`src/rtl/dm_sb_responder_if.sv`:
```
// ============================================================================
// Module   : dm_sb_responder_if
// Brief    : Request/grant/response bus between a system-bus master and the
//            dm_sb_responder memory model.
// Revision : 1.0 - initial release
// ============================================================================
`default_nettype none

interface dm_sb_responder_if #(
    parameter int BusWidth = 32
);
    logic                    slave_req_i;
    logic [BusWidth-1:0]     slave_add_i;
    logic                    slave_we_i;
    logic [BusWidth-1:0]     slave_wdata_i;
    logic [BusWidth/8-1:0]   slave_be_i;
    logic                    slave_gnt_o;
    logic                    slave_r_valid_o;
    logic [BusWidth-1:0]     slave_r_rdata_o;
    logic                    slave_r_err_o;

    modport master (
        output slave_req_i, slave_add_i, slave_we_i, slave_wdata_i, slave_be_i,
        input  slave_gnt_o, slave_r_valid_o, slave_r_rdata_o, slave_r_err_o
    );

    modport slave (
        input  slave_req_i, slave_add_i, slave_we_i, slave_wdata_i, slave_be_i,
        output slave_gnt_o, slave_r_valid_o, slave_r_rdata_o, slave_r_err_o
    );
endinterface

`default_nettype wire

```
`src/rtl/dm_sb_responder.sv`:
```
// ============================================================================
// Module   : dm_sb_responder
// Brief    : System-bus slave memory model with programmable grant stall.
//            Optional macro DM_SB_RESPONDER_ERR_EN flags out-of-range words.
// Revision : 1.0 - initial release
// ============================================================================
`default_nettype none

module dm_sb_responder #(
    parameter int BusWidth = 32,
    parameter int Depth    = 16
) (
    input  wire logic        clk_i,
    input  wire logic        rst_ni,
    input  wire logic [2:0]  wait_cycles_i,
    dm_sb_responder_if.slave bus
);

    localparam int NB    = BusWidth / 8;
    localparam int OFF_W = $clog2(NB);
    localparam int IDX_W = $clog2(Depth);

    localparam logic [1:0] S_IDLE  = 2'd0;
    localparam logic [1:0] S_STALL = 2'd1;
    localparam logic [1:0] S_RESP  = 2'd2;

    logic [1:0]          r_state;
    logic [2:0]          r_cnt;
    logic [2:0]          r_n;
    logic                r_we;
    logic [IDX_W-1:0]    r_idx;
    logic                r_oor;
    logic [BusWidth-1:0] r_mem [Depth];

    logic                w_gnt;
    logic                w_wr;
    logic                w_resp;
    logic                w_oor;
    logic [IDX_W-1:0]    w_idx;

    assign w_idx = bus.slave_add_i[OFF_W +: IDX_W];

`ifdef DM_SB_RESPONDER_ERR_EN
    // Any address bit above the word index means the word lies beyond Depth.
    assign w_oor = |bus.slave_add_i[BusWidth-1:OFF_W+IDX_W];
`else
    assign w_oor = 1'b0;
`endif

    assign w_gnt = bus.slave_req_i &&
                   (((r_state == S_IDLE) && (wait_cycles_i == 3'd0)) ||
                    ((r_state == S_STALL) && (r_cnt == r_n)));
    assign w_wr  = w_gnt && bus.slave_we_i && !w_oor;

    always_ff @(posedge clk_i) begin
        if (!rst_ni) begin
            r_state <= S_IDLE;
            r_cnt   <= 3'd0;
            r_n     <= 3'd0;
        end else begin
            case (r_state)
                S_IDLE: begin
                    if (bus.slave_req_i) begin
                        if (wait_cycles_i == 3'd0) begin
                            r_state <= S_RESP;
                        end else begin
                            r_state <= S_STALL;
                            r_cnt   <= 3'd1;
                            r_n     <= wait_cycles_i;
                        end
                    end
                end
                S_STALL: begin
                    if (!bus.slave_req_i) begin
                        r_state <= S_IDLE;
                        r_cnt   <= 3'd0;
                    end else if (r_cnt == r_n) begin
                        r_state <= S_RESP;
                        r_cnt   <= 3'd0;
                    end else begin
                        r_cnt <= r_cnt + 3'd1;
                    end
                end
                S_RESP:  r_state <= S_IDLE;
                default: r_state <= S_IDLE;
            endcase
        end
    end

    // Writes commit at the grant edge so the very next grant already sees them.
    always_ff @(posedge clk_i) begin
        if (!rst_ni) begin
            r_we  <= 1'b0;
            r_idx <= '0;
            r_oor <= 1'b0;
            for (int i = 0; i < Depth; i++) begin
                r_mem[i] <= '0;
            end
        end else if (w_gnt) begin
            r_we  <= bus.slave_we_i;
            r_idx <= w_idx;
            r_oor <= w_oor;
            if (w_wr) begin
                for (int b = 0; b < NB; b++) begin
                    if (bus.slave_be_i[b]) begin
                        r_mem[w_idx][b*8 +: 8] <= bus.slave_wdata_i[b*8 +: 8];
                    end
                end
            end
        end
    end

    assign w_resp              = (r_state == S_RESP);
    assign bus.slave_gnt_o     = w_gnt;
    assign bus.slave_r_valid_o = w_resp;
    assign bus.slave_r_rdata_o = (w_resp && !r_we && !r_oor) ? r_mem[r_idx] : '0;

`ifdef DM_SB_RESPONDER_ERR_EN
    assign bus.slave_r_err_o = w_resp && r_oor;
`else
    assign bus.slave_r_err_o = 1'b0;
`endif

endmodule

`default_nettype wire

```
`src/flat_wrapper.sv`:
```
// flat-port wrapper written by rule: the top's interface ports become plain ports
module dm_sb_responder_flat 
#(
    parameter int BusWidth = 32,
    parameter int Depth    = 16
)
  (clk_i, rst_ni, wait_cycles_i, bus_slave_req_i, bus_slave_add_i, bus_slave_we_i, bus_slave_wdata_i, bus_slave_be_i, bus_slave_gnt_o, bus_slave_r_valid_o, bus_slave_r_rdata_o, bus_slave_r_err_o);
  dm_sb_responder_if #(.BusWidth(BusWidth)) bus_i ();
  input  wire logic clk_i;
  input  wire logic rst_ni;
  input  wire logic [2:0] wait_cycles_i;
  input wire logic [$bits(bus_i.slave_req_i)-1:0] bus_slave_req_i;
  input wire logic [$bits(bus_i.slave_add_i)-1:0] bus_slave_add_i;
  input wire logic [$bits(bus_i.slave_we_i)-1:0] bus_slave_we_i;
  input wire logic [$bits(bus_i.slave_wdata_i)-1:0] bus_slave_wdata_i;
  input wire logic [$bits(bus_i.slave_be_i)-1:0] bus_slave_be_i;
  output wire logic [$bits(bus_i.slave_gnt_o)-1:0] bus_slave_gnt_o;
  output wire logic [$bits(bus_i.slave_r_valid_o)-1:0] bus_slave_r_valid_o;
  output wire logic [$bits(bus_i.slave_r_rdata_o)-1:0] bus_slave_r_rdata_o;
  output wire logic [$bits(bus_i.slave_r_err_o)-1:0] bus_slave_r_err_o;
  assign bus_i.slave_req_i = bus_slave_req_i;
  assign bus_i.slave_add_i = bus_slave_add_i;
  assign bus_i.slave_we_i = bus_slave_we_i;
  assign bus_i.slave_wdata_i = bus_slave_wdata_i;
  assign bus_i.slave_be_i = bus_slave_be_i;
  assign bus_slave_gnt_o = bus_i.slave_gnt_o;
  assign bus_slave_r_valid_o = bus_i.slave_r_valid_o;
  assign bus_slave_r_rdata_o = bus_i.slave_r_rdata_o;
  assign bus_slave_r_err_o = bus_i.slave_r_err_o;
  dm_sb_responder #(.BusWidth(BusWidth), .Depth(Depth)) u_core (.clk_i(clk_i), .rst_ni(rst_ni), .wait_cycles_i(wait_cycles_i), .bus(bus_i));
endmodule
```
`config.mk`:
```
export PLATFORM = sky130hd
export DESIGN_NAME = dm_sb_responder_flat
export DESIGN_NICKNAME = d
export VERILOG_FILES = /design/src/rtl/dm_sb_responder_if.sv /design/src/rtl/dm_sb_responder.sv /design/src/flat_wrapper.sv
export SDC_FILE = /design/constraint.sdc
export NUM_CORES = 1
export LEC_CHECK = 0
export ABC_AREA = 1
export BUFFER_PORTS_ARGS = -buffer_cell sky130_fd_sc_hd__buf_2
export CORE_MARGIN = 2
export CORE_UTILIZATION = 60
export DETAILED_ROUTE_END_ITERATION = 8
export PLACE_DENSITY_LB_ADDON = 0.05
export SYNTH_ARGS = -nofsm -noshare
export SYNTH_HDL_FRONTEND = slang
export SYNTH_SLANG_ARGS = --single-unit
```
`constraint.sdc`:
```
create_clock -name clk_i -period 2.3 [get_ports clk_i]
set_clock_uncertainty 0.05 [all_clocks]
set_input_delay 0.46 -clock clk_i [delete_from_list [all_inputs] [get_ports clk_i]]
set_output_delay 0.46 -clock clk_i [all_outputs]
set_load 0.005 [all_outputs]
```
==> results of run 1 <==
==> worst max-delay path: cells and delay by family (launching register included) <==
kind | cells | cell delay [ns]
AO/OA/AOI/OAI | 1 | 0.19
AND/OR/NAND/NOR | 5 | 0.49
buffers and inverters | 4 | 0.62
flip-flops | 1 | 0.36
==> where the power goes <==
group	switching, mW	internal (mW)	total, mW
combinational	1.78	0.880	2.66
sequential	0.111	10.9	11.0
clock	3.62	5.03	8.65
total	5.52	16.8	22.3
==> area by class of cell <==
cell class | instances | area, sq um | area share
Clock inverter | 21 | 172.7 | 0.005625
Antenna cell | 1 | 2.502 | 0.00008152
Tap cell | 539 | 674.4 | 0.02197
Inverter | 52 | 227.7 | 0.007418
Sequential cell | 529 | 15720 | 0.5122
Multi-Input combinational cell | 1847 | 9288 | 0.3026
Clock buffer | 78 | 1565 | 0.05099
Timing Repair inverter | 1 | 16.27 | 0.0005299
Timing Repair Buffer | 292 | 3027 | 0.09860
==> through the flow <==
step                      total power [mW]  cell area (sq um)  worst slack, ns
after floorplan                      12.49              25320           0.2927
after CTS                            22.09              30020          -0.4731
after global placement               13.22              27280          0.03541
final                                22.28              30700          -0.4988
after global routing                 22.88              30690          -0.5558
after detailed placement             13.28              27280         -0.02101
==> per-layer routing <==
metal / global-route usage / vias up
met2: 0.5280 / 974
met4: 0.1273 / 2
li1: - / 9055
met1: 0.4107 / 9497
met3: 0.04100 / 156
met5: 0 / -
==> what timing repair did <==
action                                  4_1_cts  5_1_grt
endpoints found under the setup margin       33      306
buffers inserted                             16        4
gates cloned                                 15        9
endpoints found under the hold margin         0        0
gates resized for setup                     132      166
pin swaps                                    32       66
==> flip-flops by register name, indices dropped and copies added, names as in the netlist, named ones only <==
register,cells
u_core.r_cnt,3
u_core.r_idx,4
u_core.r_mem,512
u_core.r_n,3
u_core.r_state,2
u_core.r_we,1
==> cells by family (layout without fill, tap and decap cells) <==
group	count (synthesis)	in the layout	share of synthesized area
AO/OA/AOI/OAI	174	174	0.03454
XOR/XNOR	1	1	0.0003459
buffers and inverters	223	444	0.04195
other	1	2	0.0001481
flip-flops	529	529	0.6206
AND/OR/NAND/NOR	1670	1670	0.3019
adder cells (fa/ha/maj)	1	1	0.0004940
==> cells in the final DEF (no fill, tap or decap), types with 2 or more instances in the layout <==
master	n
sky130_fd_sc_hd__nor2_4	3
sky130_fd_sc_hd__buf_6	5
sky130_fd_sc_hd__o21ai_2	18
sky130_fd_sc_hd__bufbuf_16	2
sky130_fd_sc_hd__o21ai_0	45
sky130_fd_sc_hd__inv_1	47
sky130_fd_sc_hd__dfxtp_4	2
sky130_fd_sc_hd__edfxtp_1	512
sky130_fd_sc_hd__buf_4	142
sky130_fd_sc_hd__buf_12	35
sky130_fd_sc_hd__bufinv_16	3
sky130_fd_sc_hd__buf_2	80
sky130_fd_sc_hd__inv_2	2
sky130_fd_sc_hd__clkinv_2	6
sky130_fd_sc_hd__nand2_1	583
sky130_fd_sc_hd__clkinv_1	11
sky130_fd_sc_hd__a21oi_2	28
sky130_fd_sc_hd__dfxtp_1	14
sky130_fd_sc_hd__a21oi_1	9
sky130_fd_sc_hd__o21ai_1	68
sky130_fd_sc_hd__clkbuf_8	6
sky130_fd_sc_hd__o21ai_4	4
sky130_fd_sc_hd__nor2_1	788
sky130_fd_sc_hd__nor2_2	9
sky130_fd_sc_hd__nand3_2	79
sky130_fd_sc_hd__clkbuf_1	15
sky130_fd_sc_hd__clkbuf_16	65
sky130_fd_sc_hd__inv_6	2
sky130_fd_sc_hd__buf_16	19
sky130_fd_sc_hd__nand2_2	23
sky130_fd_sc_hd__nand4_4	63
sky130_fd_sc_hd__nand3_1	117
==> synthesized netlist by cell type (3+ instances only) <==
master / n / share of area
sky130_fd_sc_hd__nand4_4: 63 / 0.053
sky130_fd_sc_hd__buf_4: 7 / 0.0021
sky130_fd_sc_hd__nand3_1: 197 / 0.039
sky130_fd_sc_hd__nor2_1: 799 / 0.12
sky130_fd_sc_hd__edfxtp_1: 512 / 0.61
sky130_fd_sc_hd__dfxtp_1: 17 / 0.013
sky130_fd_sc_hd__clkbuf_2: 4 / 0.00079
sky130_fd_sc_hd__nand2_1: 606 / 0.090
sky130_fd_sc_hd__inv_2: 3 / 0.00044
sky130_fd_sc_hd__o21ai_0: 135 / 0.027
sky130_fd_sc_hd__buf_6: 8 / 0.0036
sky130_fd_sc_hd__a21oi_1: 37 / 0.0073
sky130_fd_sc_hd__buf_2: 36 / 0.0071
sky130_fd_sc_hd__inv_1: 48 / 0.0071
sky130_fd_sc_hd__buf_8: 6 / 0.0036
sky130_fd_sc_hd__clkbuf_1: 85 / 0.013
sky130_fd_sc_hd__buf_1: 23 / 0.0034
==> worst min path at each step <==
stage | end | from | slack (ns) | cells after the start
4_1_cts | u_core.r_n[2]$_SDFFE_PN0P_ | wait_cycles_i[2] | 0.08 | 3
3_3_place_gp | u_core.r_we$_SDFFE_PN0N_ | u_core.r_we$_SDFFE_PN0N_ | 0.41 | 2
6_report | u_core.r_n[2]$_SDFFE_PN0P_ | wait_cycles_i[2] | 0.10 | 3
5_1_grt | u_core.r_n[2]$_SDFFE_PN0P_ | wait_cycles_i[2] | 0.10 | 3
3_5_place_dp | u_core.r_n[1]$_SDFFE_PN0P_ | u_core.r_n[1]$_SDFFE_PN0P_ | 0.42 | 2
2_1_floorplan | u_core.r_n[1]$_SDFFE_PN0P_ | u_core.r_n[1]$_SDFFE_PN0P_ | 0.39 | 2
==> Implementation_results.wiki, run 1 <==
{| class="wikitable"
! Metric !! Value
|-
| Cell area after synthesis || 0.02532 sq mm
|-
| All-layer global routing usage || 0.3117
|-
| Total detailed-routing wirelength || 70.08 mm
|-
| Critical Path Start Type || flip-flop
|-
| Beginning of the worst register-to-register path || u_core.r_cnt[2]$_SDFFE_PN0P_
|-
| Power density relative to cell area || 726.0 mW/mm^2
|-
| Worst-path cell with the longest stage delay || sky130_fd_sc_hd__dfxtp_4
|-
| Routability Congestion || 0.8844
|-
| Clock buffer depth || 3
|-
| Wire length on met2 || 34.86 mm
|-
| Leakage component of the power || 12.73 nW
|-
| Data required time at the worst endpoint || 1.79 ns
|-
| Final core utilization || 0.7351
|-
| Number of flops mapped to enable cells by yosys || 512
|-
| Sink count of the clock tree || 529
|-
| Total setup violations reported at the end of the flow || 32
|-
| Number of levels the H-tree was split into || 2
|-
| Rows || 75
|-
| Die Area || 0.04387 sq mm
|-
| Die Width || 209.4 um
|-
| Overall via count from detail_route || 19,684
|-
| Cell chain of the critical path || buf_12, inv_12, buf_16, nand2_1, nand2_1, nand2_1, nand3_1, nand3_2, a21oi_2, buf_2
|-
| Number of I/O pins || 110
|-
| Number of pins exceeding their max-slew limit in the final report || 0
|-
| Largest net degree at the start of global routing || 74
|-
| Via count normalized by instance count || 5.858
|-
| Wire length on met1 || 27.09 mm
|-
| Crit path kind || flip-flop to primary output
|-
| Number of hold buffers added after cts || 0
|-
| Worst setup EP type || primary output
|-
| Failing checks || setup timing
|-
| Fillers || 2,934
|-
| Wire length per cell || 20.86 um
|-
| Share of final-layout standard cells stronger than drive strength 1 || 0.2149
|-
| Fin worst setup slack || -0.4988 ns
|-
| Number of global-route vias before repair || 18,967
|-
| Number of port buffers || 80
|-
| Buffer type at the clock tree root || sky130_fd_sc_hd__clkbuf_16
|-
| Max-Cap Viols || 0
|-
| Number of antenna violations at the first check in global routing || 2
|-
| Total count of hold-check failures in the final report || 0
|-
| TritonCTS clock tree || yes
|-
| Skew-Pair Late Insertion Delay || 0.60 ns
|-
| Portion of the post-synthesis area used by sequential elements || 0.6206
|-
| Die Ht || 209.4 um
|-
| Arrival time of data at the critical path endpoint || 2.29 ns
|-
| Placed cells || 3,218
|-
| Layout Nets || 2,853
|-
| Outcome || complete, but fails checks
|-
| Detail Route Antenna Nets || 0
|-
| Final Instance Count excl. Fillers || 3,360
|-
| Worst slew slack as a fraction of its limit || 0.4804
|-
| Final hold slack || 0.1038 ns
|-
| Slew @ Worst Pin || 0.7786 ns
|-
| GRT overflow || 0
|-
| Critical Path Max Stage Delay || 0.36 ns
|-
| Capture point of the worst reg-to-reg path || u_core.r_mem[1][28]$_SDFFCE_PN0P_
|-
| Core Footprint || 0.04176 sq mm
|-
| Number of buffers created by CTS || 54
|-
| Synthesized instance count || 2,599
|-
| Total negative slack for setup checks || -14.08 ns
|-
| Top flip-flop cell by instance count after synthesis || sky130_fd_sc_hd__edfxtp_1
|-
| Time the final worst path needs with I/O delays and setup || 2.799 ns
|-
| Initial detailed-routing violation count || 1,967
|-
| First-pass iteration count of the detailed router || 6
|-
| Unrepaired setup endpoints after global routing || true
|-
| Count of state elements after synthesis || 529
|-
| Count of warnings emitted by yosys || 0
|-
| Global-route wire length before repair || 103.7 mm
|-
| Capturing instance or port of the critical path || bus_slave_r_rdata_o[13]
|-
| Syn_area_per_cell || 9.743 sq um
|-
| Critical path fanouts, max || 16
|-
| Final critical-path share of the clock period || 1.217
|-
| Post-synth net total || 2,675
|-
| Depth of the worst register-to-register path || 7
|-
| Largest vdd supply drop || 0.6331 mV
|-
| Initial core utilization || 0.6064
|-
| Area overhead of the layout relative to synthesis || 21.22%
|-
| Drc violations || 0
|-
| Detail Placement HPWL || 41.27 mm
|-
| Flop-to-flop setup slack || 0.05 ns
|-
| Worst hold path class || input port to flip-flop
|-
| Most common cell on crit path || sky130_fd_sc_hd__nand2_1
|-
| Top achievable clock speed || 357.3 MHz
|-
| Clock Pin Slew Worst Setup and Hold Paths || 0.06 ns
|-
| Asr flop ratio synth || 0
|-
| Met3 WL || 5.844 mm
|-
| Uppermost layer routed || met5
|-
| Netlist cell types || 30
|}
(Power assumes the default switching activity.)
==> run 2, diff against run 1 <==
Settings changed: CELL_PAD_IN_SITES_DETAIL_PLACEMENT set to 1, CELL_PAD_IN_SITES_GLOBAL_PLACEMENT set to 2, CORE_UTILIZATION 60 to 40.
==> Implementation_results.wiki, run 2 (same netlist as run 1, synthesis figures left out) <==
{| class="wikitable"
! Metric !! Value
|-
| Largest registers in the final layout || u_core.r_mem (512), u_core.r_idx (4)
|-
| TritonCTS clock tree || yes
|-
| Most frequent standard cell in the layout excluding fill and tap cells || sky130_fd_sc_hd__nor2_1
|-
| Via count normalized by instance count || 5.234 (-11%)
|-
| Top achievable clock speed || 342.6 MHz (-4.1%)
|-
| Die Area || 0.06534 sq mm (+49%)
|-
| Crit path kind || flip-flop to primary output
|-
| Max-Cap Viols || 0 (unchanged)
|-
| Worst setup EP type || primary output
|-
| Time the final worst path needs with I/O delays and setup || 2.919 ns (+0.1202 ns)
|-
| Power share of the sequential group || 0.475 (-0.017)
|-
| Clock buffer depth || 3 (unchanged)
|-
| Number of port buffers || 80 (unchanged)
|-
| Detail Route Antenna Nets || 0 (unchanged)
|-
| Core Footprint || 0.06285 sq mm (+51%)
|-
| Detail Placement HPWL || 51.79 mm (+25%)
|-
| Final hold slack || 0.07652 ns (-0.02723 ns)
|-
| Worst-case setup slack after placement || -0.07126 ns (-0.05026 ns)
|-
| Commonest cells after routing, fill and taps aside || sky130_fd_sc_hd__nor2_1 (764), sky130_fd_sc_hd__nand2_1 (586), sky130_fd_sc_hd__edfxtp_1 (512)
|-
| Net Sw Frac || 0.2549 (+0.007306)
|-
| Cell depth of the worst hold path || 3 (unchanged)
|-
| Critical Path Start Type || flip-flop
|-
| Register name with the most flops || u_core.r_mem
|-
| Overall via count from detail_route || 19,650 (-0.17%)
|-
| Failing checks || setup timing
|-
| Number of hold buffers added after cts || 0 (unchanged)
|-
| Routability Congestion || 0.8130 (-8.1%)
|-
| GRT overflow || 0 (unchanged)
|-
| Power density relative to cell area || 711.2 mW/mm^2 (-2.0%)
|-
| Worst slew slack as a fraction of its limit || 0.6021 (+0.1217)
|-
| Data required time at the worst endpoint || 1.79 ns (about the same)
|-
| Cell chain of the critical path || buf_12, buf_12, buf_12, buf_16, nor2_4, nor2_1, o21ai_1, nand3_2, nand3_2, a21oi_2, buf_2
|-
| Area overhead of the layout relative to synthesis || 28.32%
|-
| Clock Pin Slew Worst Setup and Hold Paths || 0.06 ns (about the same)
|-
| Initial core utilization || 0.4029 (-0.2035)
|-
| Largest net degree at the start of global routing || 74 (unchanged)
|-
| Global-route wire length before repair || 124.7 mm (+20%)
|-
| Number of levels the H-tree was split into || 2 (unchanged)
|-
| Number of global-route vias before repair || 20,978 (+11%)
|-
| Share of final-layout standard cells stronger than drive strength 1 || 0.2417 (+0.02685)
|-
| Rows || 92 (+23%)
|-
| Number of pins exceeding their max-slew limit in the final report || 0 (unchanged)
|-
| Fin worst setup slack || -0.6190 ns (-0.1202 ns)
|-
| Total detailed-routing wirelength || 83.35 mm (+19%)
|-
| Die Ht || 255.6 um (+22%)
|-
| Number of I/O pins || 110 (unchanged)
|-
| Depth of the worst register-to-register path || 9 (+2)
|-
| Leakage component of the power || 13.37 nW (+5.0%)
|-
| Outcome || complete, but fails checks
|-
| Total count of hold-check failures in the final report || 0 (unchanged)
|-
| Skew-Pair Late Insertion Delay || 0.62 ns (+0.02 ns)
|-
| All-layer global routing usage || 0.2511 (-0.06065)
|-
| Critical path fanouts, max || 8 (-8)
|-
| Largest vdd supply drop || 0.5331 mV (-16%)
|-
| Worst hold path class || input port to flip-flop
|-
| Die Width || 255.6 um (+22%)
|-
| Slew @ Worst Pin || 0.5947 ns (-0.1839 ns)
|-
| Number of antenna violations at the first check in global routing || 0 (-2)
|-
| Worst hold path startpoint || wait_cycles_i[2]
|-
| Buffer type at the clock tree root || sky130_fd_sc_hd__clkbuf_16
|-
| Worst-path cell with the longest stage delay || sky130_fd_sc_hd__dfxtp_4
|-
| Beginning of the worst register-to-register path || u_core.r_state[1]$_SDFFE_PN0P_
|-
| Arrival time of data at the critical path endpoint || 2.41 ns (+0.12 ns)
|-
| Proportion of power drawn by combinational gates || 0.131 (+0.012)
|-
| Clk pwr share || 0.394 (+0.006)
|-
| Initial detailed-routing violation count || 1,203 (-39%)
|-
| Wire length per cell || 22.20 um (+6.5%)
|-
| Total setup violations reported at the end of the flow || 33 (+3.1%)
|-
| Number of buffers created by CTS || 58 (+7.4%)
|-
| Unrepaired setup endpoints after global routing || true
|-
| Diodes inserted || 0 (-1)
|-
| Internal power component || 17.22 mW (+2.7%)
|-
| Critical Path Max Stage Delay || 0.45 ns (+0.09 ns)
|-
| Net switching power figure || 5.890 mW (+6.8%)
|-
| Final critical-path share of the clock period || 1.269 (+0.05225)
|-
| Number of flip-flops in the largest register || 512 (unchanged)
|-
| Sink count of the clock tree || 529 (unchanged)
|-
| Drc violations || 0 (unchanged)
|-
| First-pass iteration count of the detailed router || 5 (-1)
|-
| Layout Nets || 2,937 (+2.9%)
|-
| Most common cell on crit path || sky130_fd_sc_hd__buf_12
|}
run 2: changes by cell type in the layout (fill, tap and decap cells not counted), sizes merged:
cell	delta
clkinv	+2
clkbuf	+4
bufinv	+1
bufbuf	-2
inv	+2
buf	+81
diode	-1
run 2: through the flow:
stage / cells / util / setup TNS (ns) / instance area (sq um) / power, mW
CTS: 3738 / 0.5050 / -17.12 / 31740 / 23.07
global route: 3754 / 0.5170 / -19.14 / 32490 / 23.85
floorplan: 2599 / - / 0 / 25320 / 12.49
global placement: 3593 / 0.4562 / -0.8274 / 28670 / 13.56
detailed placement: 3593 / 0.4562 / -4.737 / 28670 / 13.63
finish: 3754 / 0.5170 / -16.00 / 32490 / 23.11
run 2: final timing paths:
| check | slack (ns) | to |
|---|---|---|
| min reg2reg | 0.43 | u_core.r_n[1]$_SDFFE_PN0P_ |
| max reg2reg | 0.09 | u_core.r_mem[6][28]$_SDFFCE_PN0P_ |
| min | 0.08 | u_core.r_n[2]$_SDFFE_PN0P_ |
| max | -0.62 | bus_slave_r_rdata_o[6] |
run 2: what timing repair did:
| action | 4_1_cts | 5_1_grt |
|---|---|---|
| buffers inserted | 21 | 9 |
| setup endpoints to repair | 33 | 201 |
| gates resized for setup | 188 | 152 |
| pin swaps | 42 | 69 |
| gates cloned | 17 | 8 |
run 2: cell type report:
class | count | area (sq um)
clock buffer | 82 | 1603
inverter | 52 | 217.7
tap | 846 | 1059
timing repair inverter | 2 | 40.04
sequential | 529 | 15740
fill | 6847 | 30360
clock inverter | 25 | 221.5
multi-input combinational | 1847 | 9358
timing repair buffer | 371 | 4260
run 2: power groups by stage:
stage               Sequential (mW)  Clock, mW  Combinational [mW]
global placement               11.1          0                2.41
CTS                            11.0       9.25                2.85
global route                   11.0       9.58                3.27
detailed placement             11.2          0                2.46
floorplan                      11.1          0                1.38
finish                         11.0       9.10                3.03
run 2: worst max-delay path: cells and delay by family, from the launching register on:
kind / cells / cell delay [ns]
AND/OR/NAND/NOR: 4 / 0.33
AO/OA/AOI/OAI: 2 / 0.28
flip-flops: 1 / 0.45
buffers and inverters: 5 / 0.70
run 2: metal layers:
| metal | global-route usage | routed length (um) |
|---|---|---|
| met2 | 0.4392 | 42170 |
| met3 | 0.03941 | 3402 |
| met5 | 0 | 0 |
| met1 | 0.3230 | 35800 |
| met4 | 0.06969 | 1987 |
==> run 3, diff against run 2 <==
Settings changed: PLACE_DENSITY set to 0.86, PLACE_DENSITY_LB_ADDON 0.05 to unset.
==> Implementation_results.wiki, run 3 (same netlist as run 1, synthesis figures left out) <==
{| class="wikitable"
! Metric !! Value
|-
| Global-route wire length before repair || 126.4 mm (+1.4%)
|-
| Cell depth of the worst hold path || 3 (unchanged)
|-
| Clk pwr share || 0.386 (-0.008)
|-
| Outcome || complete, but fails checks
|-
| Time the final worst path needs with I/O delays and setup || 2.861 ns (-0.05805 ns)
|-
| Beginning of the worst register-to-register path || u_core.r_n[2]$_SDFFE_PN0P_
|-
| Cell depth of the worst setup path || 9 (-2)
|-
| Worst hold path class || input port to flip-flop
|-
| Placed cells || 3,534 (-1.6%)
|-
| Total power || 22.85 mW (-1.1%)
|-
| Critical Path Start Type || flip-flop
|-
| Number of hold buffers added after cts || 0 (unchanged)
|-
| Critical path's top delay family || buffers and inverters
|-
| Flop-to-flop setup slack || 0.10 ns (about the same)
|-
| Initial core utilization || 0.4029 (unchanged)
|-
| Critical Path Max Stage Delay || 0.39 ns (-0.06 ns)
|-
| Drc violations || 0 (unchanged)
|-
| Layout Nets || 2,875 (-2.1%)
|-
| Crit path kind || flip-flop to primary output
|-
| Via count normalized by instance count || 5.457 (+4.2%)
|-
| Power density relative to cell area || 712.0 mW/mm^2 (+0.11%)
|-
| Fillers || 6,881 (+0.50%)
|-
| Buffer type at the clock tree root || sky130_fd_sc_hd__clkbuf_16
|-
| Register name with the most flops || u_core.r_mem
|-
| Number of global-route vias before repair || 21,115 (+0.65%)
|-
| Failing checks || setup timing
|-
| First-pass iteration count of the detailed router || 5 (unchanged)
|-
| Depth of the worst register-to-register path || 7 (-2)
|-
| GRT overflow || 0 (unchanged)
|-
| Worst setup EP type || primary output
|-
| Total detailed-routing wirelength || 85.47 mm (+2.5%)
|-
| Capture point of the worst reg-to-reg path || u_core.r_mem[9][30]$_SDFFCE_PN0P_
|-
| Total setup violations reported at the end of the flow || 32 (-3.0%)
|-
| Net switching power figure || 5.940 mW (+0.85%)
|-
| Commonest cells after routing, fill and taps aside || sky130_fd_sc_hd__nor2_1 (788), sky130_fd_sc_hd__nand2_1 (570), sky130_fd_sc_hd__edfxtp_1 (512)
|-
| Internal power component || 16.91 mW (-1.8%)
|-
| Worst slew slack as a fraction of its limit || 0.4755 (-0.1266)
|-
| Top achievable clock speed || 349.5 MHz (+2.0%)
|-
| Skew-Pair Late Insertion Delay || 0.62 ns (about the same)
|-
| Rows || 92 (unchanged)
|-
| Core Footprint || 0.06285 sq mm (unchanged)
|-
| Number of pins exceeding their max-slew limit in the final report || 0 (unchanged)
|-
| Fin worst setup slack || -0.5609 ns (+0.05805 ns)
|-
| Share of final-layout standard cells stronger than drive strength 1 || 0.2531 (+0.01133)
|-
| Max-Cap Viols || 0 (unchanged)
|-
| Detail Route Antenna Nets || 0 (unchanged)
|-
| Cell chain of the critical path || buf_12, clkinv_16, buf_12, buf_16, o21ai_1, nand3_1, nand3_1, a21oi_2, buf_2
|-
| Routability Congestion || 0.7965 (-2.0%)
|-
| Critical path fanouts, max || 16 (+8)
|-
| Leakage component of the power || 13.09 nW (-2.0%)
|-
| Number of levels the H-tree was split into || 2 (unchanged)
|-
| Total count of hold-check failures in the final report || 0 (unchanged)
|-
| Data required time at the worst endpoint || 1.79 ns (about the same)
|-
| Most frequent standard cell in the layout excluding fill and tap cells || sky130_fd_sc_hd__nor2_1
|-
| Placed cell areas || 0.02782 sq mm (-3.0%)
|-
| Detail Placement HPWL || 49.54 mm (-4.3%)
|-
| Unrepaired setup endpoints after global routing || true
|-
| Area overhead of the layout relative to synthesis || 26.74%
|-
| Capturing instance or port of the critical path || bus_slave_r_rdata_o[11]
|-
| Final Instance Count excl. Fillers || 3,691 (-1.7%)
|-
| Net Sw Frac || 0.2599 (+0.005092)
|-
| Clock buffer depth || 3 (unchanged)
|-
| Clock Pin Slew Worst Setup and Hold Paths || 0.06 ns (about the same)
|-
| Largest registers in the final layout || u_core.r_mem (512), u_core.r_idx (4)
|-
| Slew @ Worst Pin || 0.7859 ns (+0.1912 ns)
|-
| Worst-path cell with the longest stage delay || sky130_fd_sc_hd__dfxtp_4
|-
| Number of antenna violations at the first check in global routing || 2 (+2)
|-
| Sink count of the clock tree || 529 (unchanged)
|-
| Number of I/O pins || 110 (unchanged)
|-
| Power share of the sequential group || 0.481 (+0.006)
|-
| Initial detailed-routing violation count || 1,686 (+40%)
|-
| Die Area || 0.06534 sq mm (unchanged)
|-
| Total negative slack for setup checks || -15.81 ns (+0.1934 ns)
|-
| Area of all placed cells without fillers || 0.03209 sq mm (-1.2%)
|-
| Final critical-path share of the clock period || 1.244 (-0.02524)
|-
| Overall via count from detail_route || 20,140 (+2.5%)
|-
| Combined flip-flop and latch cell area || 0.01573 sq mm (about the same)
|-
| Die Ht || 255.6 um (unchanged)
|-
| Number of flip-flops in the largest register || 512 (unchanged)
|-
| Number of buffers created by CTS || 56 (-3.4%)
|-
| Die Width || 255.6 um (unchanged)
|-
| Largest vdd supply drop || 0.5396 mV (+1.2%)
|-
| Multi-input gate area || 0.009839 sq mm (+5.1%)
|-
| Wire length per cell || 23.16 um (+4.3%)
|-
| Arrival time of data at the critical path endpoint || 2.35 ns (-0.06 ns)
|-
| Diodes inserted || 0 (unchanged)
|-
| Combined buffer and inverter count along the critical path || 5 (unchanged)
|-
| All-layer global routing usage || 0.2536 (+0.002547)
|-
| TritonCTS clock tree || yes
|-
| Number of port buffers || 80 (unchanged)
|-
| Largest net degree at the start of global routing || 89 (+20%)
|-
| Proportion of power drawn by combinational gates || 0.133 (+0.002)
|}
[run 3: cell count changes in the layout (fill, tap and decap cells not counted), moves of 16 or more]
| cell | change |
|---|---|
| sky130_fd_sc_hd__o21ai_2 | +39 |
| sky130_fd_sc_hd__nand3_1 | -38 |
| sky130_fd_sc_hd__nand3_2 | +37 |
| sky130_fd_sc_hd__o21ai_0 | -33 |
| sky130_fd_sc_hd__buf_12 | -29 |
| sky130_fd_sc_hd__o21ai_1 | -29 |
| sky130_fd_sc_hd__buf_4 | -28 |
| sky130_fd_sc_hd__nor2_1 | +24 |
| sky130_fd_sc_hd__o21ai_4 | +23 |
| sky130_fd_sc_hd__nand2_2 | +17 |
| sky130_fd_sc_hd__nand2_1 | -16 |
[run 3: repair_timing]
| item | CTS | global route |
|---|---|---|
| endpoints found under the setup margin | 33 | 382 |
| pin swaps | 63 | 87 |
| setup buffers | 20 | 5 |
| resized for setup | 270 | 182 |
| gates cloned | 21 | 10 |
[run 3: worst min-delay path by stage]
stage | startpoint | endpoint | slack (ns)
after floorplan | u_core.r_n[1]$_SDFFE_PN0P_ | u_core.r_n[1]$_SDFFE_PN0P_ | 0.39
after global placement | u_core.r_we$_SDFFE_PN0N_ | u_core.r_we$_SDFFE_PN0N_ | 0.41
after detailed placement | u_core.r_we$_SDFFE_PN0N_ | u_core.r_we$_SDFFE_PN0N_ | 0.42
after CTS | wait_cycles_i[2] | u_core.r_n[2]$_SDFFE_PN0P_ | 0.06
after global routing | wait_cycles_i[2] | u_core.r_n[2]$_SDFFE_PN0P_ | 0.09
final | wait_cycles_i[2] | u_core.r_n[2]$_SDFFE_PN0P_ | 0.09
[run 3: cell type report]
type                    count  area share
repair inverters            1   0.0009357
clock buffers              76     0.04854
clock inverters            28    0.006082
flip-flops and latches    529      0.4900
repair buffers            312      0.1078
multi-input cells        1847      0.3066
inverters                  52    0.007095
well taps                 846     0.03298
[run 3: through the flow]
stage,utilization,setup slack (ns),hold WS (ns)
5_1_grt,0.5106,-0.6560,0.08835
2_1_floorplan,-,0.2927,0.3944
3_3_place_gp,0.4427,0.03030,0.4105
6_report,0.5106,-0.5609,0.08897
4_1_cts,0.4961,-0.5127,0.06450
3_5_place_dp,0.4427,-0.06337,0.4234
[run 3: worst min-delay path, delay by kind of cell]
family,cells,cell delay [ns]
AOI/OAI and AO/OA,1,0.06
buffers and inverters,1,0.11
and+or+nand+nor,1,0.07
[run 3: routing by layer]
metal,vias to the layer above,routed length (um),global-route usage
li1,9128,-,-
met1,10224,34620,0.3201
met2,622,43200,0.4407
met3,162,4898,0.04209
met4,4,2725,0.08837
met5,-,30,0
[run 3: power by group through the flow]
| stage | clock network (mW) | logic (mW) | registers (mW) |
|---|---|---|---|
| after floorplan | 0 | 1.38 | 11.1 |
| after global placement | 0 | 2.19 | 11.1 |
| after detailed placement | 0 | 2.26 | 11.2 |
| after CTS | 8.92 | 2.77 | 11.0 |
| after global routing | 9.27 | 3.23 | 11.0 |
| final | 8.83 | 3.04 | 11.0 |
